**src/rtl/pipelined_adder_sub.sv**
```systemverilog
// WIDTH-bit add/subtract unit with the carry chain split into STAGES registered
// chunks and valid/ready handshakes on both sides; bubbles collapse under stalls.
module pipelined_adder_sub #(
  parameter int unsigned WIDTH  = 16,
  parameter int unsigned STAGES = 4
) (
  input  logic             clk,
  input  logic             rst,
  input  logic             in_valid,
  output logic             in_ready,
  input  logic [WIDTH-1:0] a,
  input  logic [WIDTH-1:0] b,
  input  logic             cin,
  input  logic             sub,
  output logic             out_valid,
  input  logic             out_ready,
  output logic [WIDTH-1:0] sum,
  output logic             cout,
  output logic             ovf
);

  localparam int unsigned CW   = WIDTH / STAGES;
  localparam int unsigned LAST = STAGES - 1;

  // Per-stage registers: delayed operands (B already inverted), partial sum, chunk carry
  logic [STAGES-1:0] vld;
  logic [WIDTH-1:0]  sa [STAGES];
  logic [WIDTH-1:0]  sb [STAGES];
  logic [WIDTH-1:0]  ps [STAGES];
  logic [STAGES-1:0] cr;
  logic              ovf_q;

  // Next values presented to each stage
  logic [WIDTH-1:0]  na [STAGES];
  logic [WIDTH-1:0]  nb [STAGES];
  logic [WIDTH-1:0]  np [STAGES];
  logic [STAGES-1:0] nc;
  logic [STAGES-1:0] nv;
  logic [STAGES-1:0] rdy;
  logic              all_full;
  logic              ovf_nx;

  // Ready chain: a stage can load if it, or anything downstream, has room
  always_comb begin
    all_full = 1'b1;
    rdy      = '0;
    for (int unsigned j = 0; j < STAGES; j++) begin
      all_full       = all_full & vld[LAST-j];
      rdy[LAST-j]    = out_ready | ~all_full;
    end
  end

  // Chunk adders: stage 0 takes the ports, later stages take the prior stage
  always_comb begin
    na[0] = a;
    nb[0] = sub ? ~b : b;
    nv[0] = in_valid;
    np[0] = '0;
    {nc[0], np[0][CW-1:0]} = {1'b0, a[CW-1:0]} + {1'b0, nb[0][CW-1:0]}
                           + (CW+1)'(sub | cin);
    for (int unsigned i = 1; i < STAGES; i++) begin
      na[i] = sa[i-1];
      nb[i] = sb[i-1];
      nv[i] = vld[i-1];
      np[i] = ps[i-1];
      {nc[i], np[i][i*CW +: CW]} = {1'b0, sa[i-1][i*CW +: CW]}
                                 + {1'b0, sb[i-1][i*CW +: CW]}
                                 + (CW+1)'(cr[i-1]);
    end
    ovf_nx = (na[LAST][WIDTH-1] == nb[LAST][WIDTH-1])
          && (np[LAST][WIDTH-1] != na[LAST][WIDTH-1]);
  end

  // Data only moves with a valid beat so the output holds its last result
  always_ff @(posedge clk) begin
    if (rst) begin
      vld   <= '0;
      cr    <= '0;
      ovf_q <= 1'b0;
      for (int unsigned i = 0; i < STAGES; i++) begin
        sa[i] <= '0;
        sb[i] <= '0;
        ps[i] <= '0;
      end
    end else begin
      for (int unsigned i = 0; i < STAGES; i++) begin
        if (rdy[i]) begin
          vld[i] <= nv[i];
          if (nv[i]) begin
            sa[i] <= na[i];
            sb[i] <= nb[i];
            ps[i] <= np[i];
            cr[i] <= nc[i];
          end
        end
      end
      if (rdy[LAST] && nv[LAST]) ovf_q <= ovf_nx;
    end
  end

  assign in_ready  = rdy[0];
  assign out_valid = vld[LAST];
  assign sum       = ps[LAST];
  assign cout      = cr[LAST];
  assign ovf       = ovf_q;

endmodule

```
**config.mk**
```make
export PLATFORM = sky130hd
export DESIGN_NAME = pipelined_adder_sub
export DESIGN_NICKNAME = d
export VERILOG_FILES = /design/src/rtl/pipelined_adder_sub.sv
export SDC_FILE = /design/constraint.sdc
export NUM_CORES = 1
export LEC_CHECK = 0
export CAP_MARGIN = 5
export CORE_MARGIN = 2
export CORE_UTILIZATION = 40
export CTS_BUF_LIST = sky130_fd_sc_hd__clkbuf_8
export CTS_CLUSTER_DIAMETER = 120
export CTS_CLUSTER_SIZE = 40
export DETAILED_ROUTE_END_ITERATION = 6
export GPL_ROUTABILITY_DRIVEN = 0
export GPL_TIMING_DRIVEN = 0
export MAX_ROUTING_LAYER = met4
export SETUP_SLACK_MARGIN = 0.05
export SLEW_MARGIN = 20
export SYNTH_ARGS = -nofsm -noshare
export SYNTH_HDL_FRONTEND = slang
export SYNTH_SLANG_ARGS = --single-unit
```
**constraint.sdc**
```tcl
create_clock -name clk -period 3.2 [get_ports clk]
set_clock_uncertainty 0.2 [all_clocks]
set_input_delay 0.64 -clock clk [delete_from_list [all_inputs] [get_ports clk]]
set_output_delay 0.64 -clock clk [all_outputs]
set_load 0.05 [all_outputs]
```
==> metrics <==
Clock power frac 31.5%; part of the power in combinational logic 11.6%; CP max FO 7; worst-path cell chain clkdlybuf4s50_1 -> and4b_1 -> buf_6 -> nand2_1 -> dlygate4sd2_1; clk buf depth 2; TritonCTS clock tree done; routed len/inst 12.36 um; endpoints failing setup 0; core area 10790 um^2; Crit Path Class in -> out; Reg clk slew, reported paths 0.08 ns; routed via count 2385; Overall Global Routing Usage 12.72%; Avg Synthesized Cell Area 14.02 um^2; Yosys warnings 0; Fmax achieved 326.3 MHz; Syn Nets 371; Sink Count 97; HPWL after detailed placement 4937 um; sw frac 22.24%; Synth cell types 40; fin. max-slew vios 0; WL final 6488 um; Crit path largest cell delay 0.57 ns; initial DRC count 63; FP Rows 38; Seq pwr share 56.9%; slew of the pin with the lowest slew margin 0.6713 ns; n_diodes 0; commonest non-fill, non-tap cells in the layout edfxtp_1 (88), and2_1 (66), clkdlybuf4s50_1 (55), nor2_1 (18), inv_1 (15); Port Buffers 56; global route overflow 0; Cell Area, Synth 4387 um^2; Fin Setup TNS 0 ns; setup bufs post-CTS 0; P_sw 0.5858 mW; worst r2r path cells 3; EDFF count, synth 88; total design power 2.634 mW; DIE WIDTH 108.7 um; Area Overhead vs Synth 21.62%; Seq/Total Area, Yosys 64.35%; asr flop ratio synth 0%; H-tree lvl count 3; Clock Latency Late Sink 0.35 ns; number of global-route vias before repair 2295; antenna viol nets, final 0; static leakage 1.997 nW; layout cells sized above 1 7.792%; starting density of the core 40.64%; CP arrival 2.22 ns; total iterations of the first detailed-routing run 4; Filler Cell Count 937; I/O pins 58; Critical Path Slowest Stage Cell clkdlybuf4s50_1; CP Data Required Time 2.36 ns; worst min path class reg -> reg; ys flop type edfxtp_1; DR vias/cell 4.543; Post-Syn Instances 313; P_int 2.048 mW; FF+latch count, synth 97; die span in y 108.7 um; commonest non-fill, non-tap cell in the layout edfxtp_1; # DRC 0; Max-Cap Viols 0; Final Hold Fails 0; pwr dens 493.8 nW/um^2; Period minus WS final 3.065 ns; crit path launch type input pin; nets 438; unrepaired setup endpoints after global routing no; die area 11820 um^2; largest net degree at the start of global routing 29; CP endpoint kind output pin; relative max-transition margin 55.25%; hold path cells 2; initial antenna violation count 0; worst vdd ir 0.0002691 V; clk root buf clkbuf_8; Final period util 95.77%; outcome finished clean; first-pass GRT wire length 11100 um; TritonCTS Buffers 9
[per-layer routing]
layer  vias to the layer above  routed length, um  GRT usage [%]
met5                         -                  0              -
li1                       1236                  -              -
met2                        67               3108          20.45
met1                      1072               2979          15.98
met4                         0                105          5.128
met3                        10                294          2.331
[power groups by stage]
stage / combinational (mW) / clock (mW) / sequential, mW
floorplan: 0.161 / 0 / 1.56
global placement: 0.305 / 0 / 1.53
detailed placement: 0.310 / 0 / 1.53
CTS: 0.311 / 0.845 / 1.50
global route: 0.344 / 0.908 / 1.51
finish: 0.307 / 0.829 / 1.50
[layout make-up]
cell class / count / area [um^2] / share of cell area (%)
buffer: 12 / 72.57 / 1.360
clock buffer: 9 / 123.9 / 2.322
clock inverter: 7 / 87.58 / 1.642
inverter: 13 / 48.80 / 0.9146
multi-input combinational: 191 / 1445 / 27.09
sequential: 97 / 2823 / 52.91
tap: 140 / 175.2 / 3.283
timing repair buffer: 56 / 559.3 / 10.48
[cell usage after synthesis, drive strengths merged (6+ instances only)]
cell type   n  area [um^2]
clkbuf      6        23.77
fa          8        160.2
nor2       18        67.56
a21oi      13        65.06
nor2b       6        37.54
xnor2      14        122.6
buf         6        48.79
inv        13        48.80
ha         12        150.1
edfxtp     88         2643
and2       66        412.9
a21o        6        45.04
dfxtp       9        180.2
[cells by family after synthesis]
logic type                 after synthesis  synth area share (%)
AOI/OAI and AO/OA                       32                 5.163
muxes                                    3                0.7131
and+or+nand+nor                        118                 16.34
adders and majority gates               20                 7.073
buffers and inverters                   25                 2.767
xor gates and xnor gates                18                 3.594
DFF                                     97                 64.35
[timing repair]
| item | in CTS | in global routing |
|---|---|---|
| setup endpoints to repair | 1 | 0 |
| hold buffers | 0 | 0 |
| gates resized for setup | 1 | 0 |
[critical path, delay by kind of cell]
kind          cells  cell delay (ns)
simple gates      2             0.33
buf+inv           3             1.24
[per-stage QoR]
step           hold slack [ns]  instance area, um^2  cells  util (%)  setup slack, ns
2_1_floorplan           0.2967                 4387    313         -           0.3640
3_3_place_gp            0.2636                 5122    509     47.46          -0.6062
3_5_place_dp            0.2659                 5125    509     47.48          -0.1501
4_1_cts                 0.2794                 5335    525     49.43           0.1360
5_1_grt                 0.3076                 5335    525     49.43          0.05761
6_report                0.2728                 5335    525     49.43           0.1352
[worst paths after layout]
kind	from	slack, ns	to
hold / removal	cr[3]	0.27	cr[3]
setup / recovery	out_ready	0.14	in_ready
setup reg to reg	vld[3]	1.07	ps[0][2]
hold reg to reg	cr[3]	0.27	cr[3]
[state kept, by name, indices dropped and copies added, names as in the netlist]
register	flops
ovf	1
sb	24
ps	40
cr	4
sa	24
vld	4
No activity file was read; power rests on OpenSTA's default activity.
